--- src/rtl/tdm_demux4_if.sv ---
// Bundle for the TDM receive link: serial beat input side and the rebuilt
// parallel frame output side of tdm_demux4.
interface tdm_demux4_if #(
   parameter int WIDTH = 8
);
   logic [WIDTH-1:0] din;
   logic             din_valid;
   logic             sof;
   logic [WIDTH-1:0] a;
   logic [WIDTH-1:0] b;
   logic [WIDTH-1:0] c;
   logic [WIDTH-1:0] d;
   logic             frame_valid;
   logic             locked;
   logic [1:0]       slot;
   logic             sync_err;

   modport master (
      output din, din_valid, sof,
      input  a, b, c, d, frame_valid, locked, slot, sync_err
   );

   modport slave (
      input  din, din_valid, sof,
      output a, b, c, d, frame_valid, locked, slot, sync_err
   );
endinterface

--- src/rtl/tdm_demux4.sv ---
// Receive end of a 4-slot TDM byte link: collects slot 0..2 in shadow registers
// and publishes a..d together when the slot-3 beat arrives.
//
// state  | meaning
// HUNT   | not aligned; waiting for a valid beat with sof
// LOCKED | aligned; slot_q gives the slot expected for the next valid beat
module tdm_demux4 #(
   parameter int WIDTH = 8
) (
   input logic        clk,
   input logic        rst_n,
   tdm_demux4_if.slave bus
);

   typedef enum logic {HUNT = 1'b0, LOCKED = 1'b1} state_t;

   state_t           state_q, state_d;
   logic [1:0]       slot_q, slot_d;
   logic [WIDTH-1:0] s0_q, s0_d, s1_q, s1_d, s2_q, s2_d;
   logic [WIDTH-1:0] a_q, a_d, b_q, b_d, c_q, c_d, d_q, d_d;
   logic             fv_q, fv_d;
   logic             serr_q, serr_d;

   always_ff @(posedge clk or negedge rst_n) begin
      if (!rst_n) begin
         state_q <= HUNT;
         slot_q  <= 2'd0;
         s0_q    <= '0;
         s1_q    <= '0;
         s2_q    <= '0;
         a_q     <= '0;
         b_q     <= '0;
         c_q     <= '0;
         d_q     <= '0;
         fv_q    <= 1'b0;
         serr_q  <= 1'b0;
      end else begin
         state_q <= state_d;
         slot_q  <= slot_d;
         s0_q    <= s0_d;
         s1_q    <= s1_d;
         s2_q    <= s2_d;
         a_q     <= a_d;
         b_q     <= b_d;
         c_q     <= c_d;
         d_q     <= d_d;
         fv_q    <= fv_d;
         serr_q  <= serr_d;
      end
   end

   always_comb begin
      state_d = state_q;
      if (bus.din_valid) begin
         unique case (state_q)
            HUNT:    if (bus.sof) state_d = LOCKED;
            LOCKED:  if (!bus.sof && slot_q == 2'd0) state_d = HUNT;
            default: state_d = HUNT;
         endcase
      end
   end

   always_comb begin
      slot_d = slot_q;
      s0_d   = s0_q;
      s1_d   = s1_q;
      s2_d   = s2_q;
      a_d    = a_q;
      b_d    = b_q;
      c_d    = c_q;
      d_d    = d_q;
      fv_d   = 1'b0;
      serr_d = 1'b0;
      if (bus.din_valid) begin
         if (state_q == HUNT) begin
            if (bus.sof) begin
               s0_d   = bus.din;
               slot_d = 2'd1;
            end
         end else if (bus.sof) begin
            // Early sof drops the partial frame and restarts on this beat.
            serr_d = (slot_q != 2'd0);
            s0_d   = bus.din;
            slot_d = 2'd1;
         end else begin
            unique case (slot_q)
               2'd0: begin
                  serr_d = 1'b1;
                  slot_d = 2'd0;
               end
               2'd1: begin
                  s1_d   = bus.din;
                  slot_d = 2'd2;
               end
               2'd2: begin
                  s2_d   = bus.din;
                  slot_d = 2'd3;
               end
               default: begin
                  a_d    = s0_q;
                  b_d    = s1_q;
                  c_d    = s2_q;
                  d_d    = bus.din;
                  fv_d   = 1'b1;
                  slot_d = 2'd0;
               end
            endcase
         end
      end
   end

   assign bus.a           = a_q;
   assign bus.b           = b_q;
   assign bus.c           = c_q;
   assign bus.d           = d_q;
   assign bus.frame_valid = fv_q;
   assign bus.sync_err    = serr_q;
   assign bus.locked      = (state_q == LOCKED);
   assign bus.slot        = slot_q;

endmodule
--- src/flat_wrapper.sv ---
// flat-port wrapper written by rule: the top's interface ports become plain ports
module tdm_demux4_flat 
#(
   parameter int WIDTH = 8
)
  (clk, rst_n, bus_din, bus_din_valid, bus_sof, bus_a, bus_b, bus_c, bus_d, bus_frame_valid, bus_locked, bus_slot, bus_sync_err);
  tdm_demux4_if #(.WIDTH(WIDTH)) bus_i ();
  input logic clk;
  input logic rst_n;
  input wire logic [$bits(bus_i.din)-1:0] bus_din;
  input wire logic [$bits(bus_i.din_valid)-1:0] bus_din_valid;
  input wire logic [$bits(bus_i.sof)-1:0] bus_sof;
  output wire logic [$bits(bus_i.a)-1:0] bus_a;
  output wire logic [$bits(bus_i.b)-1:0] bus_b;
  output wire logic [$bits(bus_i.c)-1:0] bus_c;
  output wire logic [$bits(bus_i.d)-1:0] bus_d;
  output wire logic [$bits(bus_i.frame_valid)-1:0] bus_frame_valid;
  output wire logic [$bits(bus_i.locked)-1:0] bus_locked;
  output wire logic [$bits(bus_i.slot)-1:0] bus_slot;
  output wire logic [$bits(bus_i.sync_err)-1:0] bus_sync_err;
  assign bus_i.din = bus_din;
  assign bus_i.din_valid = bus_din_valid;
  assign bus_i.sof = bus_sof;
  assign bus_a = bus_i.a;
  assign bus_b = bus_i.b;
  assign bus_c = bus_i.c;
  assign bus_d = bus_i.d;
  assign bus_frame_valid = bus_i.frame_valid;
  assign bus_locked = bus_i.locked;
  assign bus_slot = bus_i.slot;
  assign bus_sync_err = bus_i.sync_err;
  tdm_demux4 #(.WIDTH(WIDTH)) u_core (.clk(clk), .rst_n(rst_n), .bus(bus_i));
endmodule
--- config.mk ---
export PLATFORM = sky130hd
export DESIGN_NAME = tdm_demux4_flat
export DESIGN_NICKNAME = d
export VERILOG_FILES = /design/src/rtl/tdm_demux4_if.sv /design/src/rtl/tdm_demux4.sv /design/src/flat_wrapper.sv
export SDC_FILE = /design/constraint.sdc
export NUM_CORES = 1
export LEC_CHECK = 0
export ABC_CLOCK_PERIOD_IN_PS = 2250
export CAP_MARGIN = 20
export CORE_MARGIN = 2
export CORE_UTILIZATION = 35
export DETAILED_ROUTE_END_ITERATION = 7
export HOLD_SLACK_MARGIN = 0.12
export SYNTH_ARGS = -nofsm -noshare
export SYNTH_HDL_FRONTEND = slang
export SYNTH_SLANG_ARGS = --single-unit
export TNS_END_PERCENT = 30
--- constraint.sdc ---
create_clock -name clk -period 2.25 [get_ports clk]
set_input_delay 0.45 -clock clk [delete_from_list [all_inputs] [get_ports clk]]
set_output_delay 0.45 -clock clk [all_outputs]
set_load 0.005 [all_outputs]
==> out/results.ini, run 1 <==
[outcome]
outcome=finished, final reports clean

[clock_network]
cts_hold_buf=0
cts_num_sinks=61
cts_tree=yes
cts-root-buf=clkbuf_8
worstSkewPairLatency_ns=0.33
cts.clk_slew.worst_paths_ns=0.06
cts_max_path_buffers=2
cts_made_buffers=9
cts_resized=0
post_cts_buffers=0
htree_levels=3

[routing]
antenna_left=0
drt_wl_total_mm=4.615
via_count=1406
dr.pass1.iters=4
viasPerCell=4.565
drt_iter0_markers=32
wire_per_inst_um=14.98
drc=0

[pwr]
switching_share=0.2507
p_switching_w=0.001058
comb_power_share=0.344
leakagePower_nw=1.588
internal-power_w=0.003162
p_per_area_nw_per_um2=1264
p_clk_frac=0.216
seq_power_share=0.440
irDropWorstVdd_uv=434.1

[global_routing]
grt_pass1_vias=1434
globalRouteMet1Util=0.1685
grt_use_met2=0.1939
met3_usage=0.02585
grt_overflow_total=0
grt_pass1_wl_mm=7.479
track_usage=0.1283
grt_max_degree=27
busiest_layer=met2
antenna_found_initial=0

[timing]
slew_headroom=0.6087
fin_ws_ns=0.2612
fin_skew_ns=0.005339
rsz0062_at_grt=false
final-setup-viol-count=0
fin_tns_setup_ns=0
clock.fmax_mhz=502.8
finalHoldViolCount=0
maxSlewViolCount=0
layout_min_cycle_time_ns=1.989
tightest_slew_ns=0.5869
fin_crit_sh=0.8839

[floorplan]
die_w_um=89.15
die_h_um=89.15
rows=31
fp.coreArea_um2=7137
start_util=0.3555
ios=49
die_area_um2=7947

[setup_path]
worstReg2RegEnd=u_core.s1_q[5]$_DFFE_PN0P_
slowest_delay_ns=0.61
cp_max_fo=11
r2r_start=u_core.bus.slot[1]$_DFFE_PN0P_
worstSetupEndpointType=primary output
critPathBufInv=1
cp.depth=1
start_kind=flop
crit_path_end=bus_locked
setup.worst_path.class=reg2out
worstRegToRegCells=4
path_delay_family=flip-flops
regToRegSetupSlack_ns=0.73
cp.required_ns=1.80
cp_data_arrival_time_ns=1.54
crit_path_top_delay_cell=dfrtp_1
path_cells=clkdlybuf4s50_1
cp-startpoint=u_core.bus.locked$_DFFE_PN0P_

[place]
dp.cells=294
gp_congestion=0.7940
io_buffers=48
preCtsSetupSlack_ns=0.1622
dp_hpwl_mm=3.193

[layout]
nets=223
synthToLayoutAreaGrowth_pct=31.61
num_antenna_cells=0
stdcell_count=308
drive_gt1_frac=0.3828

[yosys]
ys_warn_count=0
synth_fp_nets=164
synthDistinctLibCells=19
seq_area_frac_synth=0.6016
syn_avg_cell_area_um2=17.26
syn-cell-area_um2=2537
syn_inst=147
ys_seq_elements=61

[flow_run]
maxCapViolCount=0

[hold_path]
hp-class=in2async

[power by group through the flow]
stage / logic [W] / registers (W) / clock network [W]
finish: 0.00145 / 0.00186 / 0.000910
global route: 0.00158 / 0.00192 / 0.000976
CTS: 0.00148 / 0.00187 / 0.000934
detailed placement: 0.00148 / 0.00188 / 0
global placement: 0.00144 / 0.00187 / 0
floorplan: 0.000731 / 0.00182 / 0
[worst min path at each step]
stage	depth (start not counted)	slack (ns)	to	startpoint
floorplan	0	0.15	u_core.bus.a[0]$_DFFE_PN0P_	rst_n
global placement	1	0.48	u_core.bus.d[2]$_DFFE_PN0P_	rst_n
detailed placement	1	0.49	u_core.bus.d[2]$_DFFE_PN0P_	rst_n
CTS	1	0.12	u_core.bus.d[2]$_DFFE_PN0P_	rst_n
global route	1	0.16	u_core.bus.c[2]$_DFFE_PN0P_	rst_n
finish	1	0.12	u_core.bus.c[2]$_DFFE_PN0P_	rst_n
[state kept, by name, summed over array words and instances (netlist names)]
signal	cells
u_core.bus.frame_valid	1
u_core.bus.c	8
u_core.bus.locked	1
u_core.s1_q	8
u_core.s0_q	8
u_core.bus.a	8
u_core.bus.d	8
u_core.s2_q	8
u_core.bus.sync_err	1
u_core.bus.slot	2
u_core.bus.b	8
[synthesized netlist by cell type]
cell | count | area (um^2)
ha_1 | 5 | 62.56
mux2_2 | 27 | 304.0
mux2_4 | 29 | 435.4
nand4b_2 | 1 | 15.01
nor3_1 | 2 | 10.01
a31oi_1 | 1 | 6.260
buf_6 | 4 | 45.04
a21oi_1 | 1 | 5.000
inv_1 | 4 | 15.01
o221ai_1 | 1 | 8.760
nand2_2 | 1 | 6.260
nand3_1 | 1 | 5.000
nand2_1 | 1 | 3.750
or3b_2 | 1 | 8.760
buf_4 | 2 | 15.01
nor4bb_1 | 1 | 10.01
nor2_1 | 2 | 7.510
dfrtp_1 | 61 | 1526
nand4b_4 | 2 | 47.55
[routing by layer]
layer / vias to the layer above / share of wire
met1: 723 / 0.46
met4: 0 / 0.024
met2: 30 / 0.49
met5: - / 0
met3: 10 / 0.023
li1: 643 / -
[kinds of logic (layout without fill, tap and decap cells)]
logic type / after synthesis / count (layout) / share of synthesized area
AOI/OAI and AO/OA: 3 / 3 / 0.007890
adders and majority gates: 5 / 5 / 0.02465
buffers and inverters: 10 / 72 / 0.02958
DFF: 61 / 61 / 0.6016
muxes: 56 / 56 / 0.2914
and+or+nand+nor: 12 / 12 / 0.04487
[worst register-to-register path: stages (launching register included)]
cell      delay, ns
dfrtp_1        0.43
inv_1          0.13
ha_1           0.18
nand4b_2       0.28
mux2_2         0.38
[cells in the final DEF, fill, tap and decap left out]
cell type        count
nand3_1              1
clkinv_2             1
ha_1                 5
dfrtp_1             61
nand4b_2             1
clkdlybuf4s50_1     47
nand2_2              1
nor2_1               2
a21oi_1              1
mux2_4              29
o221ai_1             1
nand2_1              1
clkbuf_8            10
bufinv_16            1
nand4b_4             2
nor3_1               2
inv_1                4
a31oi_1              1
clkbuf_1             2
buf_2                1
or3b_2               1
mux2_2              27
buf_4                3
buf_12               3
nor4bb_1             1
[area by class of cell]
cell class	count	area (um^2)
fillers	667	3797
flip-flops and latches	61	1526
multi-input cells	76	935.9
repair buffers	54	558.0
clock buffers	12	145.1
well taps	99	123.9
clock inverters	2	35.03
inverters	4	15.01
[per-stage QoR]
stage | area, um^2 | hold slack [ns] | power (W) | util
after floorplan | 2537 | 0.1544 | 0.002548 | -
after global placement | 3159 | 0.4790 | 0.003312 | 0.4427
after detailed placement | 3159 | 0.4871 | 0.003360 | 0.4427
after CTS | 3339 | 0.1234 | 0.004280 | 0.4679
after global routing | 3339 | 0.1590 | 0.004472 | 0.4679
final | 3339 | 0.1187 | 0.004219 | 0.4679
Power figures use the tool's default switching activity.
==> run 2, diff against run 1 <==
- ABC_CLOCK_PERIOD_IN_PS: 2250 -> 2200
- clock period: 2.25 -> 2.2 ns (I/O delays scaled with it)
==> run 2 against run 1 <==
Via count down 2.6%. Clock skew increased by 0.0011 ns. Highest routed layer unchanged. Critical path type unchanged. Sequential power up 2%.
==> out/results.ini, run 2 (same netlist as run 1, synthesis figures left out) <==
[routing]
via_count=1369
viasPerCell=4.402
drt_iter0_markers=31
dr.pass1.iters=4
drt_wl_total_mm=4.556
wire_per_inst_um=14.65
drc=0
antenna_left=0

[clock_network]
cts_made_buffers=9
htree_levels=3
cts-root-buf=clkbuf_8
cts_max_path_buffers=2
cts_resized=0
cts.clk_slew.worst_paths_ns=0.06
cts_num_sinks=61
worstSkewPairLatency_ns=0.33
cts_tree=yes
post_cts_buffers=0

[global_routing]
antenna_found_initial=0
grt_overflow_total=0
grt_max_degree=29
grt_pass1_vias=1482
grt_pass1_wl_mm=7.714
track_usage=0.1323

[floorplan]
ios=49
fp.coreArea_um2=7137
start_util=0.3555
die_area_um2=7947
die_h_um=89.15
rows=31
die_w_um=89.15

[timing]
layout_min_cycle_time_ns=1.992
fin_crit_sh=0.9055
rsz0062_at_grt=false
slew_headroom=0.6487
final-setup-viol-count=0
fin_tns_setup_ns=0
tightest_slew_ns=0.5270
maxSlewViolCount=0
finalHoldViolCount=0
clock.fmax_mhz=502.0
fin_skew_ns=0.006474

[place]
io_buffers=48
place_area_um2=3159
dp.cells=294
dp_hpwl_mm=3.095
gp_congestion=0.7890

[setup_path]
cp_max_fo=11
crit_path_top_delay_cell=dfrtp_1
setup.worst_path.class=reg2out
worstRegToRegCells=4
regToRegSetupSlack_ns=0.68
path_delay_family=flip-flops
path_cells=clkdlybuf4s50_1
critPathBufInv=1
start_kind=flop
cp.required_ns=1.76
worstReg2RegEnd=u_core.s1_q[5]$_DFFE_PN0P_
worstSetupEndpointType=primary output
cp_data_arrival_time_ns=1.55
slowest_delay_ns=0.62
r2r_start=u_core.bus.slot[1]$_DFFE_PN0P_

[layout]
stdcell_count=311
nets=224
num_antenna_cells=0
mostFrequentLayoutCells=dfrtp_1, clkdlybuf4s50_1, mux2_4
final_common_cell=dfrtp_1
drive_gt1_frac=0.3962
stdcell_area_um2=3413
synthToLayoutAreaGrowth_pct=34.52

[pwr]
internal-power_w=0.003453
p_switching_w=0.001104
irDropWorstVdd_uv=408.1
comb_power_share=0.325
p_clk_frac=0.258
switching_share=0.2422
seq_power_share=0.417
p_per_area_nw_per_um2=1335
leakagePower_nw=1.625

[hold_path]
worstHoldEndpoint=u_core.bus.a[4]$_DFFE_PN0P_
hold_path_depth=1
hold_start=u_core.s0_q[4]$_DFFE_PN0P_
hp-class=reg2reg

[outcome]
outcome=finished, final reports clean

[flow_run]
maxCapViolCount=0

[run 2: cell types whose count changed in the layout (fill, tap and decap cells not counted)]
cell and change:
dlygate4sd3_1 +1, clkbuf_1 -2, bufinv_16 +1, clkbuf_8 +3
[run 2: worst max-delay path by stage]
stage | slack, ns | start | end | cells past startpoint
after floorplan | 0.81 | u_core.bus.slot[0]$_DFFE_PN0P_ | u_core.bus.a[0]$_DFFE_PN0P_ | 4
after global placement | 0.17 | bus_din_valid | u_core.s1_q[0]$_DFFE_PN0P_ | 4
after detailed placement | 0.1 | bus_din_valid | u_core.s1_q[5]$_DFFE_PN0P_ | 4
after CTS | 0.17 | u_core.bus.locked$_DFFE_PN0P_ | bus_locked | 1
after global routing | 0.1 | u_core.bus.locked$_DFFE_PN0P_ | bus_locked | 1
final | 0.21 | u_core.bus.locked$_DFFE_PN0P_ | bus_locked | 1
[run 2: area by class of cell]
cell class	instances	area [um^2]
inverters	4	15.01
repair buffers	55	568.0
clock inverters	3	65.06
flip-flops and latches	61	1526
fillers	631	3724
well taps	99	123.9
multi-input cells	76	935.9
clock buffers	13	178.9
[run 2: metal layers]
metal / GRT usage / vias up / wire length, um
li1: - / 637 / -
met5: 0 / - / 0
met4: 0.08548 / 0 / 108
met1: 0.1755 / 694 / 2103
met2: 0.2007 / 29 / 2238
met3: 0.02216 / 9 / 107
[run 2: timing repair]
action                     in CTS  in global routing
hold buffers                    1                  0
setup endpoints to repair       0                  0
hold endpoints to repair       20                  0
[run 2: power by group through the flow]
stage | sequential [W] | clock [W] | combinational [W]
floorplan | 0.00186 | 0 | 0.000748
global placement | 0.00191 | 0 | 0.00147
detailed placement | 0.00192 | 0 | 0.00150
CTS | 0.00191 | 0.00121 | 0.00150
global route | 0.00197 | 0.00126 | 0.00161
finish | 0.00190 | 0.00118 | 0.00148
[run 2: stage by stage]
stage | util | hold slack (ns) | setup slack, ns | power (W)
3_5_place_dp | 0.4427 | 0.4518 | 0.09909 | 0.003422
4_1_cts | 0.4783 | 0.4947 | 0.1685 | 0.004624
6_report | 0.4783 | 0.4917 | 0.2079 | 0.004556
2_1_floorplan | - | 0.1444 | 0.8136 | 0.002606
3_3_place_gp | 0.4427 | 0.4519 | 0.1660 | 0.003388
5_1_grt | 0.4783 | 0.5086 | 0.09818 | 0.004843
